File: src/rtl/spmv_row_engine.sv
// CSR sparse matrix x dense vector engine: walks 16 rows, streams nonzeros from
// external value/column SRAMs, accumulates in 32 bits and writes saturated results.
module spmv_row_engine #(
    parameter int N_ROWS = 16,
    parameter int DW     = 16,
    parameter int PW     = 8
) (
    input  logic                       i_clk,
    input  logic                       i_rstn,
    input  logic                       i_start,
    input  logic [(N_ROWS+1)*PW-1:0]   i_row_ptr,
    input  logic [N_ROWS*DW-1:0]       i_in_vector,
    output logic                       o_nz_rd,
    output logic [PW-1:0]              o_nz_addr,
    input  logic signed [DW-1:0]       i_val_data,
    input  logic [3:0]                 i_col_data,
    output logic [N_ROWS*DW-1:0]       o_register,
    output logic                       o_busy,
    output logic                       o_done,
    output logic [2:0]                 o_dbg_state
);

    // Handshake: i_start is a single-cycle request honoured only in IDLE. Each
    // o_nz_rd=1 cycle issues one SRAM read at o_nz_addr; its i_val_data and
    // i_col_data are consumed on the following rising edge, with no back-pressure.

    localparam int RW = $clog2(N_ROWS);
    localparam int AW = 32;

    localparam logic [2:0] S_IDLE  = 3'd0;
    localparam logic [2:0] S_ROW   = 3'd1;
    localparam logic [2:0] S_FETCH = 3'd2;
    localparam logic [2:0] S_DRAIN = 3'd3;
    localparam logic [2:0] S_WB    = 3'd4;
    localparam logic [2:0] S_DONE  = 3'd5;

    localparam logic signed [AW-1:0] SAT_HI = AW'((1 << (DW - 1)) - 1);
    localparam logic signed [AW-1:0] SAT_LO = -SAT_HI - AW'(1);

    logic [2:0]               state;
    logic [RW-1:0]            r;
    logic [PW-1:0]            k;
    logic [PW-1:0]            end_q;
    logic [PW-1:0]            addr_q;
    logic                     rd_q;
    logic signed [AW-1:0]     acc;
    logic signed [DW-1:0]     res [N_ROWS];

    logic [PW-1:0]            rp  [N_ROWS+1];
    logic signed [DW-1:0]     vec [N_ROWS];
    logic [RW:0]              r_next;
    logic signed [2*DW-1:0]   prod;
    logic signed [DW-1:0]     sat;

    genvar g;
    generate
        for (g = 0; g <= N_ROWS; g++) begin : g_rp
            assign rp[g] = i_row_ptr[g*PW +: PW];
        end
        for (g = 0; g < N_ROWS; g++) begin : g_vec
            assign vec[g]                = i_in_vector[g*DW +: DW];
            assign o_register[g*DW +: DW] = res[g];
        end
    endgenerate

    assign r_next = {1'b0, r} + (RW+1)'(1);
    assign prod   = i_val_data * vec[i_col_data];

    always_comb begin
        sat = acc[DW-1:0];
        if (acc > SAT_HI)
            sat = SAT_HI[DW-1:0];
        else if (acc < SAT_LO)
            sat = SAT_LO[DW-1:0];
    end

    always_ff @(posedge i_clk or negedge i_rstn) begin
        if (!i_rstn) begin
            state  <= S_IDLE;
            r      <= '0;
            k      <= '0;
            end_q  <= '0;
            addr_q <= '0;
            rd_q   <= 1'b0;
            acc    <= '0;
            for (int i = 0; i < N_ROWS; i++) res[i] <= '0;
        end else begin
            rd_q <= (state == S_FETCH);
            // Data returns one cycle after each issued read, so DRAIN picks up the last one.
            if (rd_q) acc <= acc + AW'(prod);
            case (state)
                S_IDLE: begin
                    if (i_start) begin
                        state <= S_ROW;
                        r     <= '0;
                        acc   <= '0;
                        for (int i = 0; i < N_ROWS; i++) res[i] <= '0;
                    end
                end
                S_ROW: begin
                    k     <= rp[r];
                    end_q <= rp[r_next];
                    acc   <= '0;
                    // Non-monotonic pointers are treated as an empty row.
                    state <= (rp[r_next] <= rp[r]) ? S_WB : S_FETCH;
                end
                S_FETCH: begin
                    addr_q <= k;
                    k      <= k + PW'(1);
                    if (k + PW'(1) == end_q) state <= S_DRAIN;
                end
                S_DRAIN: state <= S_WB;
                S_WB: begin
                    res[r] <= sat;
                    r      <= r + RW'(1);
                    state  <= (r == RW'(N_ROWS - 1)) ? S_DONE : S_ROW;
                end
                S_DONE:  state <= S_IDLE;
                default: state <= S_IDLE;
            endcase
        end
    end

    assign o_nz_rd     = (state == S_FETCH);
    assign o_nz_addr   = (state == S_FETCH) ? k : addr_q;
    assign o_busy      = (state == S_ROW) || (state == S_FETCH) ||
                         (state == S_DRAIN) || (state == S_WB);
    assign o_done      = (state == S_DONE);
    assign o_dbg_state = state;

endmodule
File: config.mk
export PLATFORM = sky130hd
export DESIGN_NAME = spmv_row_engine
export DESIGN_NICKNAME = d
export VERILOG_FILES = /design/src/rtl/spmv_row_engine.sv
export SDC_FILE = /design/constraint.sdc
export NUM_CORES = 1
export LEC_CHECK = 0
export ABC_CLOCK_PERIOD_IN_PS = 4700
export CAP_MARGIN = 20
export CORE_MARGIN = 4
export CORE_UTILIZATION = 35
export CTS_BUF_LIST = sky130_fd_sc_hd__clkbuf_8
export DETAILED_ROUTE_END_ITERATION = 10
export PLACE_DENSITY = 0.69
export SLEW_MARGIN = 20
export SYNTH_ARGS = -nofsm -noshare
export SYNTH_HDL_FRONTEND = slang
export SYNTH_SLANG_ARGS = --single-unit
File: constraint.sdc
create_clock -name i_clk -period 4.7 [get_ports i_clk]
set_clock_uncertainty 0.05 [all_clocks]
set_input_delay 0.94 -clock i_clk [delete_from_list [all_inputs] [get_ports i_clk]]
set_output_delay 0.94 -clock i_clk [all_outputs]
set_load 0.005 [all_outputs]
* Word-level counts from Yosys, hierarchy flattened
Cells that the tools add are included.
** Word-level totals
- Register bits :: 320
- Bits of input ports :: 415
- Output and inout bits :: 270
- Logic and storage cells :: 85
** Operators by class
- $add $sub $neg :: 4
- Multiply operators :: 1
- Magnitude comparators :: 8
- Equality and inequality tests :: 9
- Mux-type cells :: 28
- Bitwise logic cells :: 3
- Reduce and logical (&&, ||, !) cells :: 9
** Operators by type and width (count)
- $pmux 256 s2 :: 1
- $bwmux 256 :: 1
- $mux 256 :: 1
- $bmux 8 s5 :: 2
- $mux 16 :: 5
- $bmux 16 s4 :: 1
- $demux 16 s4 :: 1
- $mux 32 :: 2
- $pmux 32 s2 :: 1
- $mux 8 :: 5
- $add 32x32->32 :: 1
- $gt 32x16->1 const B :: 1
- $lt 32x16->1 const B :: 1
- $mul 16x16->32 :: 1
- $pmux 8 s2 :: 1
- $pmux 3 s5 :: 1
- $mux 3 :: 4
- $ge 5x5->1 const B :: 2
- $not 4->5 :: 2
- $add 8x1->8 const B :: 1
- $eq 8x8->1 :: 1
- $le 8x8->1 :: 1
- $pmux 4 s2 :: 1
- $eq 3x2->1 const B :: 2
- other kinds (17) :: 22

* Depth between registers and ports, before layout
Gate-level depths: netlist (run 1).
- Depth after elaboration :: 9
- Depth in mapped cells :: 27
- Mapped depth without buffers :: 24

* Least setup slack after synthesis (run 1)
OpenSTA, ideal clock, no wires.
- Kind :: in2reg
- Start point :: in i_col_data[0]
- End point :: reg acc[31]
- Arrival :: 7819 ps
- Slack :: -3240 ps
- Cell stages on the path :: 25
- Buffers on the path :: 3
- Cell sequence :: buf_6 -> buf_2 -> mux4_2 -> mux4_2 -> clkbuf_1 -> and2_1 -> fa_1 -> inv_1 -> fa_1 -> fa_1 -> fa_1 -> inv_1 -> fa_1 -> inv_1 -> fa_1 -> inv_1 -> ha_1 -> and3_1 -> o21a_1 -> a211oi_2 -> a211o_1 -> a211oi_1 -> o21a_1 -> mux2_2 -> nor2_1
** On the way
- Word-level cells in the longest chain between the ends :: 9
** RTL lines
- from (decl) :: RTL line 16 : input logic [3:0] i_col_data,
- $not 4->5 (not written as such) (*) :: RTL line 67 : assign prod = i_val_data * vec[i_col_data];
- $bmux 16 s4 (*) :: RTL line 67
- $mux 16 (not written as such) (*) (2 in a row) :: RTL line 67
- $mul 16x16->32 (*) :: RTL line 67
- $add 32x32->32 (*) :: RTL line 90 : if (rd_q) acc <= acc + AW'(prod);
- $mux 32 (*) :: RTL line 90
- $mux 32 :: RTL line 93 : if (i_start) begin
- $pmux 32 s2 (*) :: RTL line 91 : case (state)
- to (signal assigned) :: RTL line 90
- to (decl) :: RTL line 46 : logic signed [AW-1:0] acc;
Mark *: on every way between the ends. The rest lies on a longest branch, timed or not. The select of a mux whose other input is x is not followed.
A chain may end at the register's enable or synchronous reset.

* Worst setup path after layout (run 1)
- Start point :: in i_in_vector[103]
- End point :: reg acc[31]
** On the way
- Word-level cells in the longest chain between the ends :: 8
** RTL lines
- from (decl) :: RTL line 12 : input logic [N_ROWS*DW-1:0] i_in_vector,
- $bmux 16 s4 (*) :: RTL line 67
- $mux 16 (not written as such) (*) (2 in a row) :: RTL line 67
- $mul 16x16->32 (*) :: RTL line 67
- $add 32x32->32 (*) :: RTL line 90
- $mux 32 (*) :: RTL line 90
- $mux 32 :: RTL line 93
- $pmux 32 s2 (*) :: RTL line 91
Marked as above.

==> results.yml, run 1 <==
outcome:
  outcome: "complete, but fails checks"
  violations: "setup timing"
worst_setup_path:
  worst_setup_path_start_kind: "input port"
  cpMostUsedCell: "fa_1"
  critPathRequiredTime_ns: 5.16
  r2r_cells: 17
  end_kind: "register"
  crit_chain: "clkdlybuf4s50_1 > mux4_2 > mux4_2 > nand2_1 > inv_1 > fa_1 > fa_1 > fa_1 > fa_1 > fa_1 > inv_1 > fa_1 > inv_1 > ha_4 > a21o_1 > a31o_1 > a221o_1 > nor3_4 > a211oi_2 > o21a_1 > mux2_4 > nor2_2"
  crit_slowest_cell: "mux4_2"
  r2r-start: "acc[15]$_DFF_PN0_"
  r2r_end: "acc[31]$_DFF_PN0_"
  r2r_slack_ns: -0.33
  setup.worst_path.class: "input port to register"
  cp.arrival_ns: 7.69
  max_stage_delay_ns: 0.62
  worst-path-max-fanout: 5
sta:
  rsz0062_at_grt: "yes"
  finalCriticalPeriod_ns: 7.23
  fin_crit_sh_pct: 154
  hold_viol: 0
  relSlewSlack_pct: 28.7
  fmax_mhz: 138
  tightest_slew_ns: 1.07
  setup_viol: 28
  worst_slack_ns: -2.53
  slew_violations: 0
synth:
  yosys.area.top_type: "dfrtp_1"
  ys.warnings.count: 0
  synth-edff-count: 0
  seq_area_frac_synth_pct: 29.2
  avgSynthCellArea_um2: 10.3
  synth.top_cell.area_share_pct: 29.2
  async_reset_ff_share_pct: 100
  synth_area_leaders: "dfrtp_1 29%, fa_1 21%, mux4_2 12%, o21ai_0 5.4%, ha_1 5.1%"
  syn-num-nets: 3467
  synth_area_um2: 27400
  synthFlopType: "dfrtp_1"
  ys_seq_elements: 320
  ys_types: 65
  syn_inst: 2649
route:
  drt-initial-drc-count: 1520
  vias: 23801
  drt_wl_total_um: 98900
  drc_errors: 0
  ant_nets: 0
  avgViaCountPerCell: 5.18
  wl_per_cell_um: 21.5
  drt_pass1_iterations: 5
final_layout:
  drive_gt1_share_pct: 20.8
  area_growth_pct: 44.7
  fin_util_pct: 51.2
  final_cell_mix: "582 x clkdlybuf4s50_1, 326 x inv_1, 318 x dfrtp_1"
  final_common_cell: "clkdlybuf4s50_1"
  fin_nets: 4339
clock_network:
  clockBufferDepth: 3
  htree_num_levels: 2
  cts_made_buffers: 49
  clkSinkCount: 320
  clk_latency_ns: 0.59
  cts-root-buf: "clkbuf_8"
  cts_tree: "done"
  clkTransAtPathRegs_ns: 0.06
min_path:
  hp-class: "input port to asynchronous set/reset pin"
global_route:
  grt_pass1_wl_um: 149000
  grt_max_degree: 150
  grt_use_total_pct: 23.2
  antenna_found_initial: 10
  grt.overflow.total: 0
  first_global_vias: 24890
die:
  fp-row-count: 102
  core_um2: 77500
  die_area_um2: 82800
  die_y_um: 288
  pin_count: 685
  start_util_pct: 35.4
  die_w_um: 288
placement:
  finalWeightedCongestion: 0.905
  port_buffers: 684
  dpl.hpwl_um: 77300
run:
  cap_violations: 0
-- critical path, delay by kind of cell --
| kind | cells | cell delay [ns] |
|---|---|---|
| and+or+nand+nor | 3 | 0.44 |
| AOI/OAI and AO/OA | 5 | 1.06 |
| buffers and inverters | 4 | 0.61 |
| adders and majority gates | 7 | 3.19 |
| muxes | 3 | 1.47 |
-- logic make-up (layout without fill, tap and decap cells) --
group,count (synthesis),in the layout,share of synthesized area (%)
other cells,0,5,0
simple gates,765,765,13.7
xor+xnor,53,53,1.69
fa+ha+maj,403,403,26.4
compound gates,406,406,8.29
buf+inv,530,1427,7.52
flops,320,320,29.2
mux,172,178,13.2
-- cell type report --
class | instances | area [um^2]
antenna | 5 | 12.5
multi-input combinational | 1805 | 18300
timing repair buffer | 1001 | 9720
fill | 6937 | 37800
tap | 1040 | 1300
clock buffer | 59 | 812
inverter | 344 | 1290
clock inverter | 23 | 159
sequential | 320 | 8010
-- sequential cells by signal, indices dropped and copies added (netlist names) --
name / count
end_q: 8
acc: 32
r: 4
o_register: 256
k: 8
addr_q: 8
rd_q: 1
o_dbg_state: 3
-- through the flow --
stage,setup TNS [ns],std cells,setup WS (ns),hold slack (ns),area [um^2]
floorplan,-58.67,2649,-2.80,0.412,27700
global placement,-73.43,4441,-3.16,0.410,37300
detailed placement,-75.52,4444,-3.25,0.422,37300
CTS,-52.38,4577,-2.40,0.393,39200
global route,-58.60,4593,-2.68,0.438,39600
finish,-54.57,4597,-2.53,0.406,39600
-- cell usage after synthesis, types with 3 or more instances --
cell type,number
a21o_1,10
nor4_1,5
nand3_1,276
o21bai_1,6
mux4_2,150
and2_1,143
a21oi_1,31
buf_2,23
o31ai_1,4
nor3_1,11
nand4_1,10
nor2b_1,5
fa_1,292
nand2_1,224
o211ai_1,3
o21ai_0,298
and3_1,7
nor2_1,58
xor2_1,12
a211oi_1,6
or2_2,3
nand2b_1,4
or3_1,3
buf_6,4
o22ai_1,7
mux2i_1,19
o21a_1,8
a32o_1,7
inv_1,344
clkbuf_1,132
buf_1,24
dfrtp_1,320
xnor2_1,41
buf_4,3
nand3b_1,8
ha_1,111
o221ai_1,3
-- metal layers --
layer | part of all wire [%] | global-route usage [%] | vias up
met5 | 0 | 0 | -
met2 | 49 | 39.6 | 1005
li1 | - | - | 10702
met1 | 40 | 30.0 | 11886
met4 | 3.6 | 7.70 | 0
met3 | 7.8 | 3.97 | 208
-- worst max path at each step --
stage	from	to	slack (ns)	cells past startpoint
2_1_floorplan	i_col_data[0]	acc[31]$_DFF_PN0_	-2.80	25
3_3_place_gp	i_in_vector[244]	acc[31]$_DFF_PN0_	-3.16	23
3_5_place_dp	i_in_vector[244]	acc[31]$_DFF_PN0_	-3.25	23
4_1_cts	i_in_vector[67]	acc[31]$_DFF_PN0_	-2.40	22
5_1_grt	i_col_data[0]	acc[31]$_DFF_PN0_	-2.68	25
6_report	i_in_vector[103]	acc[31]$_DFF_PN0_	-2.53	22
-- repair_timing --
action	4_1_cts	5_1_grt
buffers inserted	44	14
gates resized for setup	215	88
cloned	8	0
pin swaps	84	67
hold buffers	0	0
setup endpoints to repair	29	29
Power of run 1 is not shown: default switching activity piles up to over one toggle a cycle in this logic, so the estimate is an artifact.
==> run 2, diff against run 1 <==
- GPL_TIMING_DRIVEN: default -> 0
==> run 2 against run 1 <==
Compared with the run above:
- the flow still finishes with violations (setup timing)
- routed wire length grew 6.5%
- largest cell class unchanged
- final cell count shrank 1.2%
- critical endpoint unchanged
- fmax shrank 1.1%
- highest routed layer is now met5
==> results.yml, run 2 (synthesized netlist as in run 1, its figures left out) <==
outcome:
  outcome: "complete, but fails checks"
  violations: "setup timing"
final_layout:
  area_growth_pct: 40.0
  final_common_cell: "clkdlybuf4s50_1"
  largest_reg_flops: 256
  final_cell_mix: "553 x clkdlybuf4s50_1, 341 x inv_1, 320 x dfrtp_1"
  layout.cells.non_filler: 4540
  fin_nets: 4277
  drive_gt1_share_pct: 14.7
  n_fill_cell: 7015
global_route:
  grt_use_total_pct: 24.7
  grt.overflow.total: 0
  antenna_found_initial: 8
  grt_max_degree: 97
  first_global_vias: 25226
  grt_pass1_wl_um: 155000
sta:
  relSlewSlack_pct: 34.7
  rsz0062_at_grt: "yes"
  worst_slack_ns: -2.61
  tightest_slew_ns: 0.979
  fin_crit_sh_pct: 155
  hold_viol: 0
  fmax_mhz: 137
  finalCriticalPeriod_ns: 7.31
  setup_viol: 28
  slew_violations: 0
clock_network:
  htree_num_levels: 2
  clkTransAtPathRegs_ns: 0.06
  clk_latency_ns: 0.60
  clockBufferDepth: 3
  cts_tree: "done"
  clkSinkCount: 320
  cts-root-buf: "clkbuf_8"
  cts_made_buffers: 47
worst_setup_path:
  setup.worst_path.class: "input port to register"
  r2r_end: "acc[31]$_DFF_PN0_"
  critPathLaunch: "i_col_data[0]"
  worst-path-max-fanout: 5
  worst_setup_path_start_kind: "input port"
  critPathRequiredTime_ns: 5.15
  r2r_cells: 17
  r2r-start: "acc[15]$_DFF_PN0_"
  end_kind: "register"
  r2r_slack_ns: -0.43
  crit_end: "acc[31]$_DFF_PN0_"
  cp.arrival_ns: 7.76
die:
  fp-row-count: 102
  core_um2: 77500
  die_area_um2: 82800
  die_y_um: 288
  pin_count: 685
  start_util_pct: 35.4
  die_w_um: 288
min_path:
  hp-class: "input port to asynchronous set/reset pin"
run:
  cap_violations: 0
placement:
  finalWeightedCongestion: 0.921
  port_buffers: 680
  dpl.hpwl_um: 85400
  dp_cells: 4381
route:
  ant_nets: 0
  drt_wl_total_um: 105000
  vias: 24269
  drc_errors: 0
  wl_per_cell_um: 23.2
  avgViaCountPerCell: 5.35
  drt_pass1_iterations: 5
  drt-initial-drc-count: 1705
[run 2: worst max-delay path, cell delays in order]
cell and delay (ns):
buf_16 0.12, buf_12 0.14, mux4_2 0.49, mux4_2 0.57
buf_8 0.18, and2_4 0.15, fa_1 0.53, inv_1 0.06
fa_2 0.59, fa_1 0.41, inv_1 0.08, fa_1 0.47
fa_1 0.50, inv_1 0.05, fa_1 0.50, inv_2 0.06
ha_4 0.28, o21a_1 0.13, o211ai_1 0.10, a21bo_2 0.24
a211o_1 0.31, a211oi_2 0.26, o21a_1 0.20, mux2_4 0.31
nor2_1 0.09
[run 2: what timing repair did]
item	CTS	global route
gates resized for setup	294	81
hold buffers	0	0
pin swaps	75	46
endpoints found under the setup margin	31	31
setup buffers	54	11
gates cloned	8	0
[run 2: metrics by stage]
step | utilization [%] | instance area [um^2] | hold slack [ns] | TNS (ns) | setup slack (ns)
2_1_floorplan | - | 27700 | 0.412 | -58.67 | -2.80
3_3_place_gp | 46.2 | 35800 | 0.418 | -3682.06 | -11.31
3_5_place_dp | 46.4 | 35900 | 0.430 | -78.89 | -3.62
4_1_cts | 49.0 | 37900 | 0.221 | -52.45 | -2.52
5_1_grt | 49.5 | 38300 | 0.253 | -59.40 | -2.75
6_report | 49.5 | 38400 | 0.246 | -55.76 | -2.61
[run 2: worst min-delay path by stage]
stage,slack (ns),start,end,depth (start not counted)
after detailed placement,0.43,addr_q[6]$_DFF_PN0_,addr_q[6]$_DFF_PN0_,2
after floorplan,0.41,addr_q[1]$_DFF_PN0_,addr_q[1]$_DFF_PN0_,2
after CTS,0.22,i_rstn,o_register[10]$_DFFE_PN0P_,1
after global routing,0.25,i_rstn,o_register[5]$_DFFE_PN0P_,1
after global placement,0.42,addr_q[5]$_DFF_PN0_,addr_q[5]$_DFF_PN0_,2
final,0.25,i_rstn,o_register[157]$_DFFE_PN0P_,1
[run 2: layout make-up]
cell class                      instances  area (um^2)  share of cell area [%]
Multi-Input combinational cell       1799        18200                    47.5
Sequential cell                       320         8010                    20.9
Timing Repair Buffer                  763         7540                    19.7
Tap cell                             1040         1300                    3.39
Inverter                              344         1290                    3.37
Buffer                                184         1030                    2.70
Clock buffer                           57          785                    2.05
Clock inverter                         26          153                   0.398
Antenna cell                            7         17.5                  0.0457
[run 2: per-layer routing]
layer | routed length (um) | GRT usage, %
met2 | 51200 | 41.7
met5 | 9 | 0
met4 | 4580 | 9.76
met3 | 8610 | 4.97
met1 | 41000 | 31.1
Power of run 2 is left out for the same reason.
==> edit 1, RTL diff (config.mk and constraints of run 2) <==
Register the inputs `i_start`, `i_row_ptr`, `i_in_vector`, `i_val_data` and `i_col_data` before use, with the module's reset. The logic sees them one clock later. Comments in the files are not updated.
--- a/src/rtl/spmv_row_engine.sv
+++ b/src/rtl/spmv_row_engine.sv
@@ -37,6 +37,28 @@
     localparam logic signed [AW-1:0] SAT_HI = AW'((1 << (DW - 1)) - 1);
     localparam logic signed [AW-1:0] SAT_LO = -SAT_HI - AW'(1);
 
+    logic i_start_q;
+    logic [(N_ROWS+1)*PW-1:0] i_row_ptr_q;
+    logic [N_ROWS*DW-1:0] i_in_vector_q;
+    logic signed [DW-1:0] i_val_data_q;
+    logic [3:0] i_col_data_q;
+
+    always_ff @(posedge i_clk or negedge i_rstn) begin
+        if (!i_rstn) begin
+            i_start_q     <= '0;
+            i_row_ptr_q   <= '0;
+            i_in_vector_q <= '0;
+            i_val_data_q  <= '0;
+            i_col_data_q  <= '0;
+        end else begin
+            i_start_q     <= i_start;
+            i_row_ptr_q   <= i_row_ptr;
+            i_in_vector_q <= i_in_vector;
+            i_val_data_q  <= i_val_data;
+            i_col_data_q  <= i_col_data;
+        end
+    end
+
     logic [2:0]               state;
     logic [RW-1:0]            r;
     logic [PW-1:0]            k;
@@ -55,16 +77,16 @@
     genvar g;
     generate
         for (g = 0; g <= N_ROWS; g++) begin : g_rp
-            assign rp[g] = i_row_ptr[g*PW +: PW];
+            assign rp[g] = i_row_ptr_q[g*PW +: PW];
         end
         for (g = 0; g < N_ROWS; g++) begin : g_vec
-            assign vec[g]                = i_in_vector[g*DW +: DW];
+            assign vec[g]                = i_in_vector_q[g*DW +: DW];
             assign o_register[g*DW +: DW] = res[g];
         end
     endgenerate
 
     assign r_next = {1'b0, r} + (RW+1)'(1);
-    assign prod   = i_val_data * vec[i_col_data];
+    assign prod   = i_val_data_q * vec[i_col_data_q];
 
     always_comb begin
         sat = acc[DW-1:0];
@@ -90,7 +112,7 @@
             if (rd_q) acc <= acc + AW'(prod);
             case (state)
                 S_IDLE: begin
-                    if (i_start) begin
+                    if (i_start_q) begin
                         state <= S_ROW;
                         r     <= '0;
                         acc   <= '0;
Function: changed (Yosys sat finds a counterexample within 4 cycles, from zero or initial values and one cycle with i_rstn low).
==> edit 1 against run 2 <==
The flow finishes with violations (DRC, setup timing); non-clock buffer count increased by 11; sequential cell count increased by 413; via count increased by 16%; largest cell class is now sequential cells; cell area increased by 33%; worst hold slack got worse by 0.21 ns; cell count increased by 21%; routed wire length increased by 23%; count of clock-buffer cells in the layout increased by 89; area after synthesis increased by 38%; sequential share of layout area increased by 15 points; critical path type is now flop to flop; worst setup slack got worse by 0.47 ns.
Power is not shown: default switching activity piles up to over one toggle a cycle in this logic, so the estimate is an artifact.
==> edit 1: results (changes against run 2) <==
Global route
  • Initial antenna violation count: 22 (+14)
  • Total gr overflow: 0 (unchanged)
  • Largest net degree at the start of global routing: 102 (+5.2%)
  • Number of global-route vias before repair: 30617 (+21%)
  • First-pass GRT wire length: 192 mm (+24%)
  • Total track usage: 22.7% (-1.9 points)

Placement
  • GPL Wtd Cong: 0.947 (+2.9%)
  • Hpwl dp: 99.3 mm (+16%)
  • # port buffers: 684 (+0.59%)
  • Post-Place Cells: 5173 (+18%)

Timing
  • Final WS setup: -3.07 ns (-0.466 ns)
  • # setup viols final: 28 (unchanged)
  • Final TNS setup: -63.65 ns (-7.89 ns)
  • Slew HR: 26.0% (-8.8 points)

Routing
  • # DRC: 2 (+2)
  • 1st-iter DRT viols: 2046 (+20%)
  • Vias per cell: 5.14 (-3.8%)
  • Vias after detailed routing: 28223 (+16%)
  • Drt total wl: 130 mm (+23%)
  • DRT Pass-1 Iters: 9 (+4)

Worst setup path
  • R2R cell count: 27 (+10)
  • Critical path class: flop to flop
  • CP max FO: 8 (+3)
  • Delay-heaviest family, CP: adder cells
  • Critical path's largest stage delay: 0.61 ns (+0.02 ns)
  • Slowest cell on crit path: mux4_2
  • Crit path from: i_col_data_q[0]$_DFF_PN0_
  • R2r endpoint: acc[29]$_DFF_PN0_

Clock tree
  • H-tree Lvls: 3 (+1)
  • TritonCTS Buffers: 118 (+150%)
  • Setup Fix Bufs, Post-CTS: 53 (-1.9%)
  • PostCTS Resize Cnt: 116 (-61%)
  • Clk Tree Root Cell: clkbuf_8
  • Clock transition at path regs: 0.07 ns
  • Clock Latency Late Sink: 0.82 ns (+0.22 ns)

Synth
  • Post-Synth XOR/XNOR Area: 1.20% (-0.49 points)
  • Synth Area in Compound Gates: 6.13% (-2.2 points)
  • Syn_nets: 3896 (+12%)
  • Post-synthesis mux area share: 9.56% (-3.6 points)
  • Sequential area share after synthesis: 48.4% (+19 points)
  • Syn_area_per_cell: 12.3 um2 (+19%)
  • Synth top area cells: dfrtp_1 (48%), fa_1 (15%), mux4_2 (8.9%)
  • Netlist cell types: 71 (+9.2%)
  • Async S/R FF share, synth: 100% (unchanged)
  • Synth Area in Adders: 19.1% (-7.3 points)
  • Top cells by count, synth: dfrtp_1 (733), inv_1 (344), fa_1 (292), nand3_1 (292), o21ai_0 (280)
  • Cell with the most instances after synthesis: dfrtp_1

Layout
  • # fillers: 9619 (+37%)
  • Share of post-route cells with drive strength above 1: 15.3% (+0.60 points)
  • Total Nets Final: 4785 (+12%)

Worst hold path
  • Worst min path class: input port to asynchronous set/reset pin

Outcome
  • Status: finished, violations left
  • Failing checks: DRC, setup timing
==> edit 1: cells by family after synthesis <==
logic type	count (synthesis)
compound gates	409
buf+inv	534
simple gates	773
fa+ha+maj	403
mux	174
xor+xnor	52
flops	733
==> edit 1: stage by stage <==
stage / setup WS [ns] / cell area, um2
3_5_place_dp: -3.61 / 47000
4_1_cts: -3.10 / 50400
5_1_grt: -3.25 / 51100
2_1_floorplan: -2.39 / 38100
3_3_place_gp: -30.64 / 46700
6_report: -3.07 / 51100
==> edit 1: routing by layer <==
metal / track usage (%) / vias up / wire length (um)
met5: 0 / - / 0
met4: 10.7 / 0 / 7110
met3: 7.22 / 323 / 11600
met2: 38.4 / 1182 / 63800
met1: 26.4 / 14617 / 47000
li1: - / 12101 / -
==> edit 1: area by class of cell <==
class	instances	share of cell area [%]
Antenna cell	24	0.118
Buffer	185	1.88
Clock buffer	146	3.93
Clock inverter	68	1.07
Inverter	345	2.54
Multi-Input combinational cell	1811	35.6
Sequential cell	733	35.9
Tap cell	1403	3.44
Timing Repair Buffer	773	15.5
==> edit 1: worst min path at each step <==
stage / from / endpoint / slack [ns] / depth (start not counted)
final: i_rstn / o_register[87]$_DFFE_PN0P_ / 0.04 / 1
after global placement: addr_q[6]$_DFF_PN0_ / addr_q[6]$_DFF_PN0_ / 0.40 / 2
after detailed placement: addr_q[6]$_DFF_PN0_ / addr_q[6]$_DFF_PN0_ / 0.41 / 2
after global routing: i_rstn / o_register[87]$_DFFE_PN0P_ / 0.05 / 1
after floorplan: addr_q[1]$_DFF_PN0_ / addr_q[1]$_DFF_PN0_ / 0.41 / 2
after CTS: i_rstn / o_register[87]$_DFFE_PN0P_ / 0.02 / 1
==> edit 2, RTL diff (config.mk and constraints of run 2) <==
Made on the original files. The parameter `N_ROWS` goes from 16 to 8.
--- a/src/rtl/spmv_row_engine.sv
+++ b/src/rtl/spmv_row_engine.sv
@@ -1,7 +1,7 @@
 // CSR sparse matrix x dense vector engine: walks 16 rows, streams nonzeros from
 // external value/column SRAMs, accumulates in 32 bits and writes saturated results.
 module spmv_row_engine #(
-    parameter int N_ROWS = 16,
+    parameter int N_ROWS = 8,
     parameter int DW     = 16,
     parameter int PW     = 8
 ) (
Interface: changed (resized i_in_vector, i_row_ptr and o_register); port bits go from 685 to 365. The function was not compared with the original's and may differ.
==> edit 2 against run 2 <==
The run still ends with setup timing left; sequential cell count shrank 129; sequential share of layout area shrank 3.8 points; worst setup slack gained 0.26 ns; area after synthesis shrank 25%; routed wire length shrank 35%; non-clock buffer count shrank 387; cell area shrank 27%; largest cell class unchanged.
Power is left out: the tool's default activity adds up to more than one toggle a clock period on the data nets, which glitch-free logic cannot reach.
==> edit 2: results (changes against run 2) <==
Outcome
  • Status: finished, violations left
  • Failing checks: setup timing

Placement
  • Placed Area: 0.0256 mm2 (-29%)
  • DP Worst Slack: -4.41 ns (-0.794 ns)
  • # port buffers: 361 (-47%)
  • GPL Wtd Cong: 0.948 (+3.0%)
  • Hpwl dp: 55.2 mm (-35%)
  • Post-Place Cells: 3247 (-26%)

Synth
  • Mapped Cells: 2119 (-20%)
  • Sequential area share after synthesis: 23.1% (-6.1 points)
  • Async S/R FF share, synth: 100% (unchanged)
  • Netlist cell types: 75 (+15%)
  • Post-Synth XOR/XNOR Area: 2.07% (+0.38 points)
  • Synth top area cells: fa_1 (28%), dfrtp_1 (23%), ha_1 (6.6%)
  • Syn_nets: 2743 (-21%)
  • Synth Area in Adders: 34.9% (+8.5 points)
  • Main synth FF type: dfrtp_1
  • Top cells by count, synth: nand2_1 (340), inv_1 (339), fa_1 (292)
  • Post-synthesis mux area share: 8.72% (-4.4 points)
  • Synth Area in Compound Gates: 8.94% (+0.65 points)
  • YS warnings: 0 (unchanged)

Clock tree
  • TritonCTS Buffers: 17 (-64%)
  • Clk Tree Root Cell: clkbuf_8
  • Clock transition at path regs: 0.13 ns (+0.07 ns)
  • Clock Path Buffers: 2 (-1)
  • H-tree Lvls: 4 (+2)
  • Clock Latency Late Sink: 0.48 ns (-0.12 ns)

Global route
  • Number of global-route vias before repair: 18784 (-26%)
  • Total track usage: 21.4% (-3.3 points)
  • Largest net degree at the start of global routing: 80 (-18%)
  • Initial antenna violation count: 0 (-8)
  • First-pass GRT wire length: 107 mm (-31%)

Timing
  • Final WS setup: -2.35 ns (+0.257 ns)
  • Final TNS setup: -50.21 ns (+5.55 ns)
  • Slew HR: 29.2% (-5.5 points)
  • # setup viols final: 28 (unchanged)

Layout
  • # fillers: 5261 (-25%)
  • Post-route insts no fill: 3382 (-26%)
  • Max FFs per register: 128 (-50%)
  • N_diodes: 0 (-7)
  • Share of post-route cells with drive strength above 1: 16.5% (+1.8 points)

Worst setup path
  • Crit path arrival time: 7.41 ns (-0.35 ns)
  • CP max FO: 5 (unchanged)

Routing
  • 1st-iter DRT viols: 1174 (-31%)
  • DRT Pass-1 Iters: 6 (+1)
  • Vias per cell: 5.23 (-2.2%)
  • Drt total wl: 68.5 mm (-35%)

Worst hold path
  • Worst min path class: input port to asynchronous set/reset pin
edit 2: cell count changes after synthesis, moves of 72 or more:
cell            run 2  this run
and2_1            143        42
mux4_2            150        52
dfrtp_1           320       191
nor2b_1             5        77
o21ai_0           298       167
nand3_1           276        22
nand2_1           224       340
edit 2: timing repair:
item | in CTS | in global routing
setup endpoints to repair | 29 | 28
buffers inserted | 57 | 46
gates resized for setup | 202 | 126
gates cloned | 2 | 2
pin swaps | 72 | 84
edit 2: critical path, stage by stage:
cell and delay [ns]:
clkdlybuf4s50_1 0.41, mux4_1 0.54, mux2i_4 0.25, buf_6 0.16, buf_12 0.11, and2b_1 0.19, fa_1 0.51, inv_1 0.05
fa_1 0.47, inv_1 0.05, fa_1 0.50, fa_1 0.43, fa_1 0.50, inv_1 0.05, fa_1 0.49, inv_2 0.05
ha_4 0.22, a21o_1 0.19, a21o_1 0.20, a21o_1 0.18, a21o_1 0.19, a41o_1 0.23, a2111o_1 0.43, o211ai_2 0.08
edit 2: cells by family after synthesis:
kind of cell,after synthesis
simple gates,626
buf+inv,434
fa+ha+maj,401
compound gates,311
flops,191
mux,108
xor+xnor,48
edit 2: area by class of cell:
| type | count | area, um2 | area share [%] |
|---|---|---|---|
| timing repair buffer | 469 | 4680 | 16.7 |
| inverter | 340 | 1280 | 4.58 |
| sequential | 191 | 4780 | 17.1 |
| buffer | 91 | 612 | 2.19 |
| clock buffer | 17 | 234 | 0.836 |
| clock inverter | 15 | 216 | 0.773 |
| multi-input combinational | 1494 | 15200 | 54.4 |
| tap | 765 | 957 | 3.42 |
edit 2: layer usage:
| metal | track usage (%) | up-vias | part of all wire (%) |
|---|---|---|---|
| met5 | 0 | - | 0 |
| met4 | 5.47 | 0 | 2.9 |
| met3 | 3.13 | 120 | 6.1 |
| met2 | 36.9 | 652 | 50 |
| met1 | 28.5 | 9133 | 41 |
| li1 | - | 7780 | - |
edit 2: worst paths after layout:
path	slack [ns]	from	cells past startpoint	to
setup / recovery	-2.35	i_in_vector[78]	24	acc[31]$_DFF_PN0_
hold / removal	0.25	i_rstn	1	o_register[0]$_DFFE_PN0P_
setup reg to reg	-0.37	acc[15]$_DFF_PN0_	17	acc[31]$_DFF_PN0_
hold reg to reg	0.44	addr_q[6]$_DFF_PN0_	2	addr_q[6]$_DFF_PN0_
max in group asynchronous	3.63	i_rstn	2	acc[18]$_DFF_PN0_
min in group i_clk	0.44	addr_q[6]$_DFF_PN0_	2	addr_q[6]$_DFF_PN0_
